File: src/rtl/cv32e40p_rf_recovery_ctrl.sv
// Register-file restore sequencer: halts the core, then copies the checkpoint store into the RF two registers per cycle.
// Optional parity abort is enabled by defining CV32E40P_RF_RECOVERY_PARITY_EN.
module cv32e40p_rf_recovery_ctrl #(
  parameter int FPU        = 0,
  parameter int PULP_ZFINX = 0
) (
  input  logic        clk_i,
  input  logic        rst_i,
  input  logic        recover_req_i,
  output logic        halt_req_o,
  input  logic        core_halted_i,
  output logic [5:0]  ckpt_raddr_a_o,
  output logic [5:0]  ckpt_raddr_b_o,
  input  logic [31:0] ckpt_rdata_a_i,
  input  logic [31:0] ckpt_rdata_b_i,
  input  logic        ckpt_par_a_i,
  input  logic        ckpt_par_b_i,
  output logic        recover_o,
  output logic [5:0]  regfile_waddr_a_o,
  output logic [31:0] regfile_wdata_a_o,
  output logic        regfile_we_a_o,
  output logic [5:0]  regfile_waddr_b_o,
  output logic [31:0] regfile_wdata_b_o,
  output logic        regfile_we_b_o,
  output logic        recover_done_o,
  output logic        recover_err_o
);
  localparam int NREGS = (FPU == 1 && PULP_ZFINX == 0) ? 64 : 32;
  localparam int NP    = NREGS / 2;

  typedef enum logic [2:0] {IDLE, WAIT_HALT, COPY, DRAIN, DONE} state_t;

  state_t      state, state_nxt;
  logic [4:0]  cnt;
  logic [5:0]  waddr_a_q, waddr_b_q;
  logic        last, wr_cyc, par_err;

  assign last   = (cnt == 5'(NP - 1));
  // Write cycle trails its read by one: every COPY cycle but the first, plus DRAIN
  assign wr_cyc = (state == COPY && cnt != 5'd0) || (state == DRAIN);

`ifdef CV32E40P_RF_RECOVERY_PARITY_EN
  assign par_err = wr_cyc && ((^{ckpt_rdata_a_i, ckpt_par_a_i}) || (^{ckpt_rdata_b_i, ckpt_par_b_i}));
`else
  logic unused_par;
  assign unused_par = ckpt_par_a_i ^ ckpt_par_b_i;
  assign par_err    = 1'b0;
`endif

  always_ff @(posedge clk_i or posedge rst_i) begin
    if (rst_i) begin
      state     <= IDLE;
      cnt       <= '0;
      waddr_a_q <= '0;
      waddr_b_q <= '0;
    end else begin
      state     <= state_nxt;
      cnt       <= (state == COPY) ? cnt + 5'd1 : 5'd0;
      waddr_a_q <= (state == COPY) ? {cnt, 1'b0} : 6'd0;
      waddr_b_q <= (state == COPY) ? {cnt, 1'b1} : 6'd0;
    end
  end

  always_comb begin
    state_nxt = state;
    case (state)
      IDLE:      if (recover_req_i) state_nxt = WAIT_HALT;
      WAIT_HALT: if (core_halted_i) state_nxt = COPY;
      COPY:      if (par_err) state_nxt = IDLE;
                 else if (last) state_nxt = DRAIN;
      DRAIN:     state_nxt = par_err ? IDLE : DONE;
      DONE:      state_nxt = IDLE;
      default:   state_nxt = IDLE;
    endcase
  end

  always_comb begin
    halt_req_o        = 1'b0;
    ckpt_raddr_a_o    = '0;
    ckpt_raddr_b_o    = '0;
    recover_o         = 1'b0;
    regfile_waddr_a_o = '0;
    regfile_wdata_a_o = '0;
    regfile_we_a_o    = 1'b0;
    regfile_waddr_b_o = '0;
    regfile_wdata_b_o = '0;
    regfile_we_b_o    = 1'b0;
    recover_done_o    = 1'b0;
    recover_err_o     = 1'b0;
    case (state)
      WAIT_HALT: halt_req_o = 1'b1;
      COPY: begin
        halt_req_o     = 1'b1;
        ckpt_raddr_a_o = {cnt, 1'b0};
        ckpt_raddr_b_o = {cnt, 1'b1};
      end
      DRAIN:   halt_req_o     = 1'b1;
      DONE:    recover_done_o = 1'b1;
      default: ;
    endcase
    if (wr_cyc) begin
      recover_o         = 1'b1;
      regfile_waddr_a_o = waddr_a_q;
      regfile_wdata_a_o = ckpt_rdata_a_i;
      regfile_waddr_b_o = waddr_b_q;
      regfile_wdata_b_o = ckpt_rdata_b_i;
      // x0 is hardwired; never write it
      regfile_we_a_o    = !par_err && (waddr_a_q != 6'd0);
      regfile_we_b_o    = !par_err;
      recover_err_o     = par_err;
    end
  end
endmodule

File: config.mk
export PLATFORM = sky130hd
export DESIGN_NAME = cv32e40p_rf_recovery_ctrl
export DESIGN_NICKNAME = d
export VERILOG_FILES = /design/src/rtl/cv32e40p_rf_recovery_ctrl.sv
export SDC_FILE = /design/constraint.sdc
export NUM_CORES = 1
export LEC_CHECK = 0
export BUFFER_PORTS_ARGS = -buffer_cell sky130_fd_sc_hd__buf_4
export CAP_MARGIN = 10
export CORE_ASPECT_RATIO = 0.7
export CORE_MARGIN = 4
export CORE_UTILIZATION = 34
export DETAILED_ROUTE_END_ITERATION = 6
export PLACE_DENSITY_LB_ADDON = 0.15
export SLEW_MARGIN = 10
export SYNTH_ARGS = -nofsm -noshare
export SYNTH_HDL_FRONTEND = slang
export SYNTH_SLANG_ARGS = --single-unit
export TNS_END_PERCENT = 5
File: constraint.sdc
create_clock -name clk_i -period 1.81 [get_ports clk_i]
set_clock_uncertainty 0.1 [all_clocks]
set_input_delay 0.181 -clock clk_i [delete_from_list [all_inputs] [get_ports clk_i]]
set_output_delay 0.181 -clock clk_i [all_outputs]
set_load 0.01 [all_outputs]
Word-level counts from Yosys, hierarchy flattened
Index checks and enable logic that the tools add are counted.
{ "word_totals": {"reg_bits": 20, "output_inout_bits": 94, "elab_cells": 35} }
{ "classes": {"add_sub_neg": 1, "n_eq_ne": 8, "muxes": 15, "reduce_logical": 7} }
{ "ops": {"columns": ["op", "count"], "rows": [
  ["two-way mux 32 bit", 2],
  ["two-way mux 6 bit", 4],
  ["one-hot mux 3 bit (4 select lines)", 1],
  ["two-way mux 3 bit", 3],
  ["equality test 3 x 2 -> 1 bit (second input constant)", 2],
  ["inequality test 2 bit (second input constant)", 3],
  ["nonzero test 6 bit", 1],
  ["adder 5 x 1 -> 5 bit (second input constant)", 1],
  ["equality test 5 x 4 -> 1 bit (second input constant)", 1],
  ["two-way mux 5 bit", 1],
  ["nonzero test 5 bit", 1],
  ["two-way mux 1 bit", 4],
  ["equality test 3 x 1 -> 1 bit (second input constant)", 1],
  ["equality test 3 bit (second input constant)", 1],
  ["logical NOT 3 bit", 1],
  ["AND reduction 3 bit", 1],
  ["OR reduction 3 bit", 1],
  ["logical AND 1 bit", 1],
  ["logical OR 1 bit", 1]
]} }

Longest topological paths before layout
{ "depth": {"depth_word": 4, "ltp_mapped": 6, "depth_no_buf": 6} }

Least setup slack after synthesis
No wires, ideal clock.
{ "synth_path": {"path_kind": "reg2out", "startpoint": "register state[0]", "endpoint": "output ckpt_raddr_b_o[3]", "arrival_time_ns": 1.415, "t_required_ns": 1.529, "slack_ns": 0.114, "path_stages_with_launch": 7, "cell_sequence": "dfrtp_1 nand2b_1 or2_2 buf_6 inv_2 and2_1 buf_4"} }
{ "synth_via": {"elab_chain_len": 2} }
{ "synth_lines": {"columns": ["item", "line_no", "text"], "rows": [
  ["start, declared", "33", "state_t state, state_nxt;"],
  ["start signal, assigned", "57", "state <= state_nxt;"],
  ["equality test 3 x 2 -> 1 bit", "90", "case (state)"],
  ["two-way mux 6 bit", "90", null],
  ["end, declared", "13", "output logic [5:0] ckpt_raddr_b_o,"]
]} }
Every way passes these cells.

Final worst setup path
{ "layout_path": {"startpoint": "register state[0]", "endpoint": "output regfile_waddr_a_o[3]"} }
{ "layout_via": {"elab_chain_len": 4} }
{ "layout_lines": {"columns": ["item", "line_no", "text"], "rows": [
  ["equality test 3 x 2 -> 1 bit", "40", "assign wr_cyc = (state == COPY && cnt != 5'd0) || (state == DRAIN);"],
  ["logical AND 1 bit", "40", null],
  ["logical OR 1 bit *", "40", null],
  ["two-way mux 6 bit *", "101", "if (wr_cyc) begin"],
  ["end, declared", "19", "output logic [5:0] regfile_waddr_a_o,"]
]} }
Mark *: on every way between the ends. The rest lies on a longest branch, timed or not.

==> results.ini <==
[run]
maxCapViolations = 0

[sta]
hold_viol = 0
slew_headroom = 0.637
whs_ns = 0.134
min_period_over_period = 1.08
worst_slack_ns = -0.144
max_freq_mhz = 512
drv_slew = 0
setup_viol = 76
rsz0062_at_grt = yes
period_needed_ns = 1.95
tightest_slew_ns = 0.544

[yosys]
yosysSeqAreaShare = 0.247
postSynthAreaPerCell_sq_um = 9.64
synth_edf_count = 0
synthDistinctLibCells = 25
ys_ff_latch = 14
ys_async_sr_fraction = 1.00
synthCells = 147
synth_area_sq_um = 1420
yosysWarnings = 0
synthFlopType = dfrtp_1

[critical_path]
crit_arrival_ns = 1.67
crit_fanout = 5
critPathLaunchType = flop
worstPathRequired_ns = 1.53
r2r_setup_slack_ns = 0.08
critPathKind = reg -> out
end_kind = output pin

[detailed_routing]
viasPerCell = 4.40
drt-pass1-iter-count = 4
drtIter0Drc = 27
vias = 1559
drc_errors = 0
postRouteAntennaNets = 0
routed_wl_um = 6170
wl_per_cell_um = 17.4

[power_and_ir_drop]
peakVddDrop_v = 0.000677
power_density_nw_per_um2 = 921
p_leak_uw = 0.00162

[clock_network]
cts_buffer_depth = 2
clkLatencyLatePin_ns = 0.24
cts.htree.levels = 1
clk_pin_slew_ns = 0.05
cts.sinks = 14
tritoncts = built
cts-root-buf = clkbuf_8
cts-buffers-inserted = 3

[floorplan]
die_w_um = 85.2
start_util = 0.357
die-height_um = 62.0
core_sq_um = 3970
rows = 19
ioPinCount = 164
dieArea_sq_um = 5280

[finish]
syn_to_final_growth_pct = 117
fin_area_sq_um = 3070
nets = 377
n_antenna_cell = 0
fin_util = 0.773
drive_gt1_frac = 0.861

[grt]
grt_pass1_vias = 1399
gr-total-overflow = 0
grt_pass1_wl_um = 8040
track_usage = 0.199
grt_max_degree = 39
antenna_found_initial = 0

[placement]
place.gp.congestion = 0.862
portBuffers = 158
hpwl_um = 4260
pre_cts_ws_ns = 0.0923
placed_area_sq_um = 2530

[min_path]
min_path_type = in -> reg

[status]
status = finished with violations
violations = setup timing

worst max-delay path, cell delays in order (launching register included):
cell     delay (ns)
dfrtp_2        0.42
nor4_4         0.32
a21oi_4        0.12
buf_6          0.15
buf_12         0.13
and2_4         0.17
buf_6          0.12
flip-flops by register name (all words and copies together) (netlist names):
register,count
waddr_a_q,1
cnt,5
waddr_b_q,5
state,3
power by group:
part           total [uW]  switching, uW  internal, uW
registers             419           52.0           367
clock network         248            101           147
logic                2160            835          1330
total                2830            989          1840
through the flow:
stage / power (uW) / cells / TNS, ns
after floorplan: 1420 / 149 / 0
after global placement: 2020 / 340 / 0
after detailed placement: 2030 / 340 / 0
after CTS: 2580 / 352 / -6.68
after global routing: 2980 / 354 / -11.16
final: 2830 / 354 / -5.82
what timing repair did:
item,in CTS,in global routing
gates resized for setup,48,52
hold buffers,1,0
pin swaps,24,44
cloned,3,1
buffers inserted,6,1
setup endpoints to repair,88,89
endpoints found under the hold margin,14,0
logic make-up after synthesis:
logic type | after synthesis | share of synthesized area
and+or+nand+nor | 94 | 0.526
muxes | 1 | 0.00794
xor gates and xnor gates | 2 | 0.0124
AOI/OAI and AO/OA | 4 | 0.0238
DFF | 14 | 0.247
adders and majority gates | 3 | 0.0265
other | 1 | 0.00265
buffers and inverters | 28 | 0.154
final timing paths:
| kind | startpoint | end | cells past startpoint |
|---|---|---|---|
| max in group asynchronous | rst_i | state[0]$_DFFE_PP0P_ | 3 |
| max | state[0]$_DFFE_PP0P_ | regfile_waddr_a_o[3] | 6 |
| max reg2reg | cnt[0]$_DFF_PP0_ | state[0]$_DFFE_PP0P_ | 7 |
| min in group asynchronous | rst_i | state[1]$_DFFE_PP0P_ | 3 |
| min | core_halted_i | state[1]$_DFFE_PP0P_ | 3 |
| min reg2reg | state[2]$_DFFE_PP0P_ | state[1]$_DFFE_PP0P_ | 1 |
cells in the final DEF, fill, tap and decap left out:
cell type       n
clkbuf_16       1
xnor2_1         1
dlygate4sd3_1   1
nand2b_4        1
nor2_2          3
conb_1          3
ha_4            1
a21oi_1         1
a21oi_2         1
inv_4           1
nor4_4          1
or2_4           1
ha_1            1
dfrtp_1        12
inv_2           1
buf_16          3
buf_12          2
buf_4          89
and2_1          3
and3_1          1
mux2_2          1
inv_1           4
a21oi_4         1
nand3b_1        1
xor2_1          1
o21a_1          1
nand2b_1        1
ha_2            1
and2_4         71
clkbuf_8        3
nor3b_1         1
dfrtp_2         2
buf_6          76
nor2_1          8
or4_1           1
nand3_1         1
Yosys cell counts, drive strengths merged, types with 2 or more instances:
cell type,number,area share
and2,74,0.44
dfrtp,14,0.25
nor2,11,0.029
a21oi,3,0.019
buf,22,0.14
inv,6,0.016
ha,3,0.026
nand2b,2,0.0088
per-layer routing:
metal / wire (um) / share of wire / vias to the layer above / GRT usage
li1: - / - / 742 / -
met1: 2230 / 0.36 / 734 / 0.227
met2: 3470 / 0.56 / 73 / 0.394
met3: 374 / 0.061 / 10 / 0.0356
met4: 99 / 0.016 / 0 / 0.0519
met5: 0 / 0 / - / 0
final cells by class:
type	instances	area, sq um
Timing Repair Buffer	172	1680
Multi-Input combinational cell	107	903
Fill cell	248	901
Sequential cell	14	353
Tap cell	52	65.1
Clock buffer	3	41.3
Inverter	6	25.0
Note: power is estimated with default switching activity, not from simulation.
